`config.mk`:
```
export PLATFORM = sky130hd
export DESIGN_NAME = fios_result_collector_flat
export DESIGN_NICKNAME = d
export VERILOG_FILES = /design/src/rtl/fios_result_collector_if.sv /design/src/rtl/fios_result_collector.sv /design/src/flat_wrapper.sv
export SDC_FILE = /design/constraint.sdc
export NUM_CORES = 1
export LEC_CHECK = 0
export ABC_AREA = 1
export BUFFER_PORTS_ARGS = -buffer_cell sky130_fd_sc_hd__buf_2
export CORE_ASPECT_RATIO = 1.2
export CORE_MARGIN = 4
export CORE_UTILIZATION = 29
export DETAILED_ROUTE_END_ITERATION = 8
export PLACE_DENSITY_LB_ADDON = 0.08
export RECOVER_POWER = 25
export SLEW_MARGIN = 5
export SYNTH_ARGS = -nofsm -noshare
export SYNTH_HDL_FRONTEND = slang
export SYNTH_SLANG_ARGS = --single-unit
```
`constraint.sdc`:
```
create_clock -name clock_i -period 3.8 [get_ports clock_i]
set_input_delay 0.57 -clock clock_i [delete_from_list [all_inputs] [get_ports clock_i]]
set_output_delay 0.57 -clock clock_i [all_outputs]
set_load 0.02 [all_outputs]
```
`src/rtl/fios_result_collector_if.sv`:
```
// -----------------------------------------------------------------------------
// fios_result_collector_if
//   Groups the DSP-side input stream and the result-bus output handshake of
//   fios_result_collector.
//
//   Signals:
//     P_valid_i    DSP output valid (no backpressure, the DSP cannot stall)
//     P_i[33:0]    DSP output value P
//     res_o[16:0]  head-of-FIFO result word
//     res_valid_o  FIFO not empty
//     res_ready_i  consumer accepts res_o
//
//   Handshake: a result word transfers on every rising clock edge where
//   res_valid_o && res_ready_i. res_o/res_valid_o depend only on registers,
//   and res_valid_o does not wait for res_ready_i. P_valid_i has no ready:
//   every asserted cycle is taken (or dropped with overflow flagged).
//
//   Modports:
//     slave  : the collector (consumes P, produces res)
//     master : the environment (produces P, consumes res)
// -----------------------------------------------------------------------------
interface fios_result_collector_if;
  logic        P_valid_i;
  logic [33:0] P_i;
  logic [16:0] res_o;
  logic        res_valid_o;
  logic        res_ready_i;

  modport slave (
    input  P_valid_i,
    input  P_i,
    input  res_ready_i,
    output res_o,
    output res_valid_o
  );

  modport master (
    output P_valid_i,
    output P_i,
    output res_ready_i,
    input  res_o,
    input  res_valid_o
  );
endinterface

```
`src/rtl/fios_result_collector.sv`:
```
// -----------------------------------------------------------------------------
// fios_result_collector
//   Turns the 34-bit DSP output stream of a FIOS Processing Element into
//   normalised 17-bit words, propagating an 18-bit carry from word to word,
//   and buffers the words in a small FIFO towards the result bus.
//
//   Ports:
//     clock_i      rising-edge clock
//     reset_i      asynchronous active-high reset
//     start_i      one-cycle pulse: (re)arm a collection, clear FIFO/carry/overflow
//     bus          fios_result_collector_if.slave (P stream in, result words out)
//     busy_o       state != IDLE
//     done_o       one-cycle pulse after the last word of a collection is popped
//     overflow_o   sticky: a word was dropped because the FIFO was full
//     dbg_state_o  current FSM state (0 IDLE, 1 COLLECT, 2 FLUSH, 3 DRAIN)
//
//   Configuration macro: FIOS_COLLECTOR_FINAL_CARRY_EN
//     defined     : FLUSH state pushes the final carry as word WORD_COUNT
//     not defined : WORD_COUNT words only, residual carry discarded
// -----------------------------------------------------------------------------
module fios_result_collector #(
  parameter int WORD_COUNT = 16,
  parameter int FIFO_DEPTH = 4
) (
  input  logic                          clock_i,
  input  logic                          reset_i,
  input  logic                          start_i,
  fios_result_collector_if.slave        bus,
  output logic                          busy_o,
  output logic                          done_o,
  output logic                          overflow_o,
  output logic [1:0]                    dbg_state_o
);

  localparam int AW = (FIFO_DEPTH > 1) ? $clog2(FIFO_DEPTH) : 1;
  localparam int CW = $clog2(WORD_COUNT + 1);

  typedef enum logic [1:0] {
    S_IDLE    = 2'd0,
    S_COLLECT = 2'd1,
    S_FLUSH   = 2'd2,
    S_DRAIN   = 2'd3
  } state_t;

  state_t          r_state, w_state_next;

  logic [16:0]     r_mem [FIFO_DEPTH];
  logic [AW-1:0]   r_rd_ptr, r_wr_ptr;
  logic [AW:0]     r_count;
  logic [17:0]     r_carry, w_carry_next, w_carry_base;
  logic [CW-1:0]   r_word_cnt, w_word_cnt_next;
  logic            r_overflow, r_done;

  logic            w_push, w_push_ok, w_pop, w_clear, w_done_next;
  logic            w_full, w_empty;
  logic [16:0]     w_push_data;
  logic [34:0]     w_sum;

  assign w_full  = (r_count == (AW+1)'(FIFO_DEPTH));
  assign w_empty = (r_count == '0);

  // start_i flushes the FIFO, so nothing is popped in that cycle.
  assign w_pop = !w_empty && bus.res_ready_i && !start_i;

  // A word coincident with start_i is word 0 of the new collection: carry 0.
  assign w_carry_base = start_i ? 18'd0 : r_carry;
  assign w_sum        = {1'b0, bus.P_i} + {17'd0, w_carry_base};

  // A push into a full FIFO only succeeds if a pop frees the head this cycle.
  assign w_push_ok = w_push && (!w_full || w_pop);

  // ---------------------------------------------------------------------------
  // FSM state register
  // ---------------------------------------------------------------------------
  always_ff @(posedge clock_i or posedge reset_i) begin
    if (reset_i) r_state <= S_IDLE;
    else         r_state <= w_state_next;
  end

  // ---------------------------------------------------------------------------
  // FSM next state and datapath controls
  // ---------------------------------------------------------------------------
  always_comb begin
    w_state_next    = r_state;
    w_push          = 1'b0;
    w_push_data     = w_sum[16:0];
    w_carry_next    = r_carry;
    w_word_cnt_next = r_word_cnt;
    w_clear         = 1'b0;
    w_done_next     = 1'b0;

    if (start_i) begin
      w_clear         = 1'b1;
      w_state_next    = S_COLLECT;
      w_carry_next    = 18'd0;
      w_word_cnt_next = '0;
      if (bus.P_valid_i) begin
        // WORD_COUNT >= 2, so one word never completes a collection.
        w_push          = 1'b1;
        w_carry_next    = w_sum[34:17];
        w_word_cnt_next = CW'(1);
      end
    end else begin
      case (r_state)
        S_IDLE: begin
        end
        S_COLLECT: begin
          if (bus.P_valid_i) begin
            w_push          = 1'b1;
            w_carry_next    = w_sum[34:17];
            w_word_cnt_next = r_word_cnt + CW'(1);
            if (r_word_cnt == CW'(WORD_COUNT - 1)) begin
`ifdef FIOS_COLLECTOR_FINAL_CARRY_EN
              w_state_next = S_FLUSH;
`else
              w_state_next = S_DRAIN;
              w_carry_next = 18'd0;
`endif
            end
          end
        end
`ifdef FIOS_COLLECTOR_FINAL_CARRY_EN
        S_FLUSH: begin
          // carry[17] cannot be represented in the extra word and is dropped.
          w_push       = 1'b1;
          w_push_data  = r_carry[16:0];
          w_carry_next = 18'd0;
          w_state_next = S_DRAIN;
        end
`endif
        S_DRAIN: begin
          if (w_empty || (w_pop && r_count == (AW+1)'(1))) begin
            w_done_next  = 1'b1;
            w_state_next = S_IDLE;
          end
        end
        default: w_state_next = S_IDLE;
      endcase
    end
  end

  // ---------------------------------------------------------------------------
  // Carry, word counter, FIFO and status registers
  // ---------------------------------------------------------------------------
  always_ff @(posedge clock_i or posedge reset_i) begin
    if (reset_i) begin
      r_carry    <= 18'd0;
      r_word_cnt <= '0;
      r_rd_ptr   <= '0;
      r_wr_ptr   <= '0;
      r_count    <= '0;
      r_overflow <= 1'b0;
      r_done     <= 1'b0;
      for (int i = 0; i < FIFO_DEPTH; i++) r_mem[i] <= 17'd0;
    end else begin
      r_carry    <= w_carry_next;
      r_word_cnt <= w_word_cnt_next;
      r_done     <= w_done_next;
      if (w_clear) begin
        r_rd_ptr   <= '0;
        r_overflow <= 1'b0;
        if (w_push) begin
          r_mem[0] <= w_push_data;
          r_wr_ptr <= AW'(1);
          r_count  <= (AW+1)'(1);
        end else begin
          r_wr_ptr <= '0;
          r_count  <= '0;
        end
      end else begin
        if (w_push_ok) begin
          r_mem[r_wr_ptr] <= w_push_data;
          r_wr_ptr        <= r_wr_ptr + AW'(1);
        end
        if (w_pop) r_rd_ptr <= r_rd_ptr + AW'(1);
        if (w_push_ok && !w_pop)      r_count <= r_count + (AW+1)'(1);
        else if (w_pop && !w_push_ok) r_count <= r_count - (AW+1)'(1);
        if (w_push && !w_push_ok) r_overflow <= 1'b1;
      end
    end
  end

  assign bus.res_o       = r_mem[r_rd_ptr];
  assign bus.res_valid_o = !w_empty;
  assign busy_o          = (r_state != S_IDLE);
  assign done_o          = r_done;
  assign overflow_o      = r_overflow;
  assign dbg_state_o     = r_state;

endmodule

```
`src/flat_wrapper.sv`:
```
// flat-port wrapper written by rule: the top's interface ports become plain ports
module fios_result_collector_flat 
#(
  parameter int WORD_COUNT = 16,
  parameter int FIFO_DEPTH = 4
)
  (clock_i, reset_i, start_i, busy_o, done_o, overflow_o, dbg_state_o, bus_P_valid_i, bus_P_i, bus_res_ready_i, bus_res_o, bus_res_valid_o);
  fios_result_collector_if bus_i ();
  input  logic clock_i;
  input  logic reset_i;
  input  logic start_i;
  output logic busy_o;
  output logic done_o;
  output logic overflow_o;
  output logic [1:0] dbg_state_o;
  input wire logic [$bits(bus_i.P_valid_i)-1:0] bus_P_valid_i;
  input wire logic [$bits(bus_i.P_i)-1:0] bus_P_i;
  input wire logic [$bits(bus_i.res_ready_i)-1:0] bus_res_ready_i;
  output wire logic [$bits(bus_i.res_o)-1:0] bus_res_o;
  output wire logic [$bits(bus_i.res_valid_o)-1:0] bus_res_valid_o;
  assign bus_i.P_valid_i = bus_P_valid_i;
  assign bus_i.P_i = bus_P_i;
  assign bus_i.res_ready_i = bus_res_ready_i;
  assign bus_res_o = bus_i.res_o;
  assign bus_res_valid_o = bus_i.res_valid_o;
  fios_result_collector #(.WORD_COUNT(WORD_COUNT), .FIFO_DEPTH(FIFO_DEPTH)) u_core (.clock_i(clock_i), .reset_i(reset_i), .start_i(start_i), .bus(bus_i), .busy_o(busy_o), .done_o(done_o), .overflow_o(overflow_o), .dbg_state_o(dbg_state_o));
endmodule
```
==> key figures, run 1 <==
Run status
  – Outcome: finished, violations left
  – Violated checks: max-capacitance violations, max-slew violations

STA
  – Max-slew violations: 103
  – RSZ-0062 raised after global routing: no
  – Max Fclk: 341.6 MHz
  – Post-layout minimum cycle time: 2.927 ns
  – Relative slew margins: -0.8057
  – Worst Tran Pin Value: 2.709 ns
  – Setup TNS: 0 ns
  – Hold slack final: 0.4768 ns
  – Period utilization: 0.7703
  – Final Hold Fails: 0
  – Setup ws final: 0.8727 ns
  – Finish-stage setup viols: 0
  – Clk_skew: 0.01087 ns

GRT
  – Met3 Use GR: 0.02991
  – GR Util met2: 0.2905
  – Gr busiest metal: met2
  – Tot GR Track Use: 0.1760
  – Largest net degree at the start of global routing: 103
  – Met1 usage: 0.2339
  – Number of global-route vias before repair: 5913
  – Initial antenna violation count: 0
  – Overflow after GRT: 0
  – First-pass GRT wire length: 33310 um

Detailed routing
  – First drt pass iteration count: 4
  – Routed vias/inst: 4.789
  – Post-DR wirelength/cell: 16.91 um
  – Routed Antenna Nets: 0
  – Via count: 5890
  – Iter 0 DRT Violations: 395
  – Wirelength, routed: 20800 um
  – DRC errors left: 0

Power and ir drop
  – Peak VDD IR: 0.2914 mV
  – Power, Total: 4.470 mW
  – PD cells: 617.0 nW/um^2
  – Static Leak: 3.780 nW

Critical path
  – Crit path capture: bus_res_o[15]
  – CP startpoint kind: register
  – Arr. time, crit path: 2.36 ns
  – WP data required: 3.23 ns
  – Reg2reg end: u_core.r_carry[13]
  – Reg2Reg Depth: 16
  – Worst Setup End Kind: primary output
  – RR Startpoint: u_core.r_carry[0]
  – Crit. Startpoint: u_core.r_rd_ptr[0]
  – R2R setup slack: 1.11 ns
  – Crit Path Class: reg2out
  – Worst-path fanout max: 36

Clock network
  – Clock sink count: 102
  – CTS Buf Count: 9
  – Reg clk slew, reported paths: 0.07 ns
  – H-tree Lvls: 3
  – Clock network latency to the later pin of the worst-skew pair: 0.36 ns
  – PostCTS Resize Cnt: 0
  – CTS hold repair buffers: 0
  – Max Root-Sink Buffers: 2
  – CTS tree: yes
  – Clk root buf: clkbuf_16
  – Post-CTS Setup Repair Bufs: 0

Synthesis
  – Syn Inst Count: 899
  – Mapped cell area: 6396 um^2
  – Mean post-synth cell area: 7.115 um^2
  – Register area share after synthesis: 0.3991
  – Synth Register Bits: 102
  – Netlist cell types: 38
  – Net Count, Synth: 968
  – Yosys warns: 0

Cells and area
  – Post-route insts no fill: 1230
  – Final core utilization: 0.3338
  – Most frequent cells in the layout: nand2_1 (267), dfrtp_1 (102), inv_1 (101), nor2_1 (95), o21ai_0 (95)
  – Layout cells sized above 1: 0.1098
  – Final #Nets: 1021
  – Area added between synthesis and finish: 13.26%
  – Final instance area: 7244 um^2
  – Commonest non-fill, non-tap cell in the layout: nand2_1
  – Antenna fix cells: 0

Floorplanning
  – Boundary Pins: 62
  – Die ar.: 24510 um^2
  – Die height: 170.7 um
  – Initial Util: 0.2947
  – DIE WIDTH: 143.6 um
  – FP Rows: 59
  – CORE AREA: 21700 um^2

Run
  – Number of max-cap violations: 1

Min path
  – Hold Crit Start: u_core.r_mem[46]
  – Hold Crit Class: reg2reg

Placed design
  – Post-detail-place hpwl: 15490 um
  – Port bufs: 61
  – Global placement routability congestion: 0.9018
  – Placed Cells: 1215
  – Dpl ws: 0.5119 ns
  – Cell Area, Placed: 6973 um^2
==> cell usage after synthesis <==
master,instances,area [um^2]
inv_1,102,382.9
clkbuf_1,13,48.80
nand3_4,1,17.52
a31oi_1,2,12.51
or2_2,4,25.02
a311oi_1,1,8.760
nor4_1,1,6.260
nor2_8,1,20.02
nand2_2,1,6.260
inv_2,5,18.77
nand2_1,267,1002
nor2_1,95,356.6
o21ai_2,4,35.03
o21ai_1,8,40.04
a21oi_2,1,8.760
ha_1,29,362.9
nor2_4,1,11.26
a21oi_1,28,140.1
nand3_1,50,250.2
buf_2,6,30.03
and3_1,1,6.260
o211ai_1,1,7.510
xnor2_1,8,70.07
nor2_2,2,12.51
dfrtp_1,102,2552
clkinv_1,1,3.750
xor2_1,8,70.07
nor3b_2,1,12.51
buf_6,4,45.04
nor3_1,11,55.05
buf_4,3,22.52
nand3b_1,6,45.04
o22ai_1,19,118.9
nand4_1,13,81.33
and2_1,1,6.260
buf_1,2,7.510
fa_1,1,20.02
o21ai_0,95,475.5
==> how the worst min path moves through the flow <==
stage,to,cells past startpoint
5_1_grt,u_core.r_mem[39],2
6_report,u_core.r_mem[46],2
4_1_cts,u_core.r_mem[3],3
3_3_place_gp,u_core.r_mem[36],2
3_5_place_dp,u_core.r_mem[29],2
2_1_floorplan,u_core.r_mem[39],2
==> registers in the layout, indices dropped and copies added (netlist names) <==
| register | cells |
|---|---|
| u_core.dbg_state_o | 2 |
| u_core.done_o | 1 |
| u_core.overflow_o | 1 |
| u_core.r_carry | 18 |
| u_core.r_count | 3 |
| u_core.r_mem | 68 |
| u_core.r_rd_ptr | 2 |
| u_core.r_word_cnt | 5 |
| u_core.r_wr_ptr | 2 |
==> cells by family (layout without fill, tap and decap cells) <==
group	count (synthesis)	count (layout)	share of synthesized area
buf+inv	136	193	0.08744
simple gates	456	456	0.2993
fa+ha+maj	30	30	0.05986
xor+xnor	16	16	0.02191
compound gates	159	159	0.1324
flops	102	102	0.3991
==> cell type report <==
type | count | area (um^2)
flip-flops and latches | 102 | 2552
clock inverters | 5 | 60.06
inverters | 108 | 406.6
well taps | 274 | 342.8
repair buffers | 70 | 369.1
fillers | 2419 | 14460
multi-input cells | 661 | 3284
clock buffers | 10 | 229.0
==> metal layers <==
metal	routed length [um]	share of wire
met1	9594	0.46
met2	9883	0.48
met3	767	0.037
met4	553	0.027
met5	0	0
==> worst max-delay path: stages (launching register included) <==
cell	delay, ns
dfrtp_1	0.35
clkinv_1	0.81
o21ai_0	0.50
o22ai_1	0.14
buf_2	0.18
==> report_power, final <==
group | total [mW] | switching [mW] | internal [mW]
sequential | 1.70 | 0.215 | 1.48
combinational | 1.81 | 1.21 | 0.601
clock | 0.961 | 0.449 | 0.511
total | 4.47 | 1.88 | 2.59
Power figures use the tool's default switching activity.
==> inputs of run 2 (changes only) <==
==> constraint.sdc (replaced) <==
create_clock -name clock_i -period 2.8 [get_ports clock_i]
set_input_delay 0.42 -clock clock_i [delete_from_list [all_inputs] [get_ports clock_i]]
set_output_delay 0.42 -clock clock_i [all_outputs]
set_load 0.02 [all_outputs]
==> run 2 against run 1 <==
Against the previous run: the run now ends clean; sequential share of layout area shrank 0.65 points; setup slack worse by 0.52 ns; final area increased by 1.9%; final cell count rose by 1.1%; die area stayed put; wire length shrank 1.7%; largest power group unchanged.
==> key figures, run 2 (synthesis gave the netlist of run 1 again) <==
STA
  – Period utilization: 0.8738
  – RSZ-0062 raised after global routing: no (unchanged)
  – Max-slew violations: 0 (was 103)
  – Relative slew margins: 0.03795 (was -0.8057)
  – Final Hold Fails: 0 (unchanged)
  – Max Fclk: 408.7 MHz
  – Worst Tran Pin Value: 1.441 ns (was 2.709 ns)
  – Finish-stage setup viols: 0 (unchanged)
  – Post-layout minimum cycle time: 2.447 ns
  – Clk_skew: 0.01171 ns (was 0.01087 ns)
  – Setup TNS: 0 ns (unchanged)
  – Hold slack final: 0.2859 ns (was 0.4768 ns)

Floorplanning
  – Boundary Pins: 62 (unchanged)
  – FP Rows: 59 (unchanged)
  – Die ar.: 24510 um^2 (unchanged)
  – Die height: 170.7 um (unchanged)
  – CORE AREA: 21700 um^2 (unchanged)
  – Initial Util: 0.2947 (unchanged)
  – DIE WIDTH: 143.6 um (unchanged)

Critical path
  – WP data required: 3.02 ns (was 3.23 ns)
  – Worst-path fanout max: 5 (was 36)
  – Worst Setup End Kind: register (was primary output)
  – Arr. time, crit path: 2.67 ns (was 2.36 ns)
  – Crit Path Class: reg2reg (was reg2out)
  – CP startpoint kind: register (unchanged)

Power and ir drop
  – P_sw: 2.546 mW (was 1.878 mW)
  – Clock share of power: 0.218 (was 0.215)
  – Static Leak: 3.873 nW (was 3.780 nW)
  – Sw frac: 0.4126 (was 0.4201)
  – Int Pwr: 3.626 mW (was 2.592 mW)
  – Comb pwr share: 0.410 (was 0.406)
  – PD cells: 836.3 nW/um^2 (was 617.0 nW/um^2)
  – Flop pwr share: 0.372 (was 0.379)
  – Peak VDD IR: 0.3993 mV (was 0.2914 mV)
  – Power, Total: 6.172 mW (was 4.470 mW)

Clock network
  – Max Root-Sink Buffers: 2 (unchanged)
  – Clock network latency to the later pin of the worst-skew pair: 0.35 ns (was 0.36 ns)
  – CTS tree: yes (unchanged)
  – Clk root buf: clkbuf_16 (unchanged)
  – PostCTS Resize Cnt: 0 (unchanged)
  – CTS Buf Count: 9 (unchanged)
  – Clock sink count: 102 (unchanged)
  – Reg clk slew, reported paths: 0.07 ns (about the same)
  – CTS hold repair buffers: 0 (unchanged)
  – H-tree Lvls: 3 (unchanged)
  – Post-CTS Setup Repair Bufs: 0 (unchanged)

Run
  – Number of max-cap violations: 0 (was 1)

Detailed routing
  – Via count: 6010 (was 5890)
  – Routed vias/inst: 4.831 (was 4.789)
  – DRC errors left: 0 (unchanged)
  – Post-DR wirelength/cell: 16.43 um (was 16.91 um)
  – Iter 0 DRT Violations: 481 (was 395)
  – Routed Antenna Nets: 0 (unchanged)
  – Wirelength, routed: 20440 um (was 20800 um)
  – First drt pass iteration count: 5 (was 4)

Cells and area
  – Max reg flops: 68 (unchanged)
  – Antenna fix cells: 0 (unchanged)
  – Area added between synthesis and finish: 15.40% (was 13.26%)
  – Final #Nets: 1034 (was 1021)
  – Multi-input logic area: 3284 um^2 (unchanged)
  – Final instance area: 7381 um^2 (was 7244 um^2)
  – Top flop regs: u_core.r_mem x68, u_core.r_carry x18, u_core.r_word_cnt x5 (unchanged)
  – Number of fill cells: 2472 (was 2419)
  – Most frequent cells in the layout: nand2_1 (267), dfrtp_1 (102), inv_1 (101), nor2_1 (95), o21ai_0 (95) (unchanged)
  – Largest Register: u_core.r_mem (unchanged)
  – Layout cells sized above 1: 0.1227 (was 0.1098)
  – Seq. cell area: 2552 um^2 (unchanged)
  – Post-route insts no fill: 1244 (was 1230)
  – Commonest non-fill, non-tap cell in the layout: nand2_1 (unchanged)

Placed design
  – Port bufs: 61 (unchanged)
  – Placed Cells: 1228 (was 1215)
  – Post-detail-place hpwl: 15500 um (was 15490 um)
  – Cell Area, Placed: 7097 um^2 (was 6973 um^2)
  – Global placement routability congestion: 0.8584 (was 0.9018)

GRT
  – Overflow after GRT: 0 (unchanged)
  – First-pass GRT wire length: 32970 um (was 33310 um)
  – Largest net degree at the start of global routing: 35 (was 103)
  – Number of global-route vias before repair: 5870 (was 5913)
  – Tot GR Track Use: 0.1731 (was 0.1760)
  – Initial antenna violation count: 1 (was 0)

Min path
  – Hold Crit Class: in2async (was reg2reg)

Run status
  – Outcome: finished clean (was finished, violations left)
-- run 2: cell count changes in the layout (fill, tap and decap cells not counted) --
cell / before / now
clkbuf_1: 2 / 1
clkinvlp_4: 1 / 0
buf_2: 60 / 61
buf_4: 8 / 19
clkbuf_8: 0 / 2
buf_12: 0 / 1
dlymetal6s2s_1: 0 / 1
-- run 2: final cells by class --
class	instances	area share
well taps	274	0.04645
inverters	108	0.05509
clock inverters	4	0.007120
flip-flops and latches	102	0.3458
multi-input cells	661	0.4450
repair buffers	83	0.06577
clock buffers	12	0.03475
-- run 2: final timing paths --
kind | start | endpoint | slack [ns] | cells after the start
hold reg to reg | u_core.r_mem[38] | u_core.r_mem[38] | 0.48 | 2
setup reg to reg | u_core.r_carry[0] | u_core.r_carry[1] | 0.35 | 16
max in group asynchronous | reset_i | u_core.r_carry[3] | 0.62 | 3
setup / recovery | u_core.r_carry[0] | u_core.r_carry[1] | 0.35 | 16
min in group clock_i | bus_P_i[33] | u_core.r_carry[16] | 0.34 | 4
hold / removal | reset_i | u_core.r_mem[11] | 0.29 | 2
-- run 2: worst max-delay path, stage by stage (launching register included) --
cell      delay [ns]
dfrtp_1         0.32
inv_1           0.05
nor2_1          0.11
ha_1            0.17
inv_1           0.05
fa_1            0.39
nand3b_1        0.17
nand2_1         0.19
nand2_1         0.07
nand2_1         0.14
nand2_1         0.06
nand2_1         0.12
nand2_1         0.08
nand2_1         0.18
nand2_1         0.07
nand3_1         0.07
o21ai_0         0.07
-- run 2: power groups by stage --
stage	clock network, mW	logic [mW]	registers [mW]
final	1.35	2.53	2.30
after global routing	1.45	2.90	2.37
after CTS	1.39	2.59	2.30
after detailed placement	0	2.58	2.32
after global placement	0	2.58	2.32
after floorplan	0	1.75	2.27
-- run 2: through the flow --
stage               setup slack, ns  utilization
global route                 0.1117       0.3401
floorplan                    0.2531            -
finish                       0.3534       0.3401
CTS                          0.3420       0.3412
global placement            0.09847       0.3270
detailed placement           0.1155       0.3270
-- run 2: routing by layer --
| layer | track usage | part of all wire | vias up |
|---|---|---|---|
| met3 | 0.02488 | 0.042 | 13 |
| li1 | - | - | 3037 |
| met2 | 0.2914 | 0.49 | 141 |
| met5 | 0 | 0.00034 | - |
| met1 | 0.2366 | 0.46 | 2817 |
| met4 | 0.03808 | 0.010 | 2 |
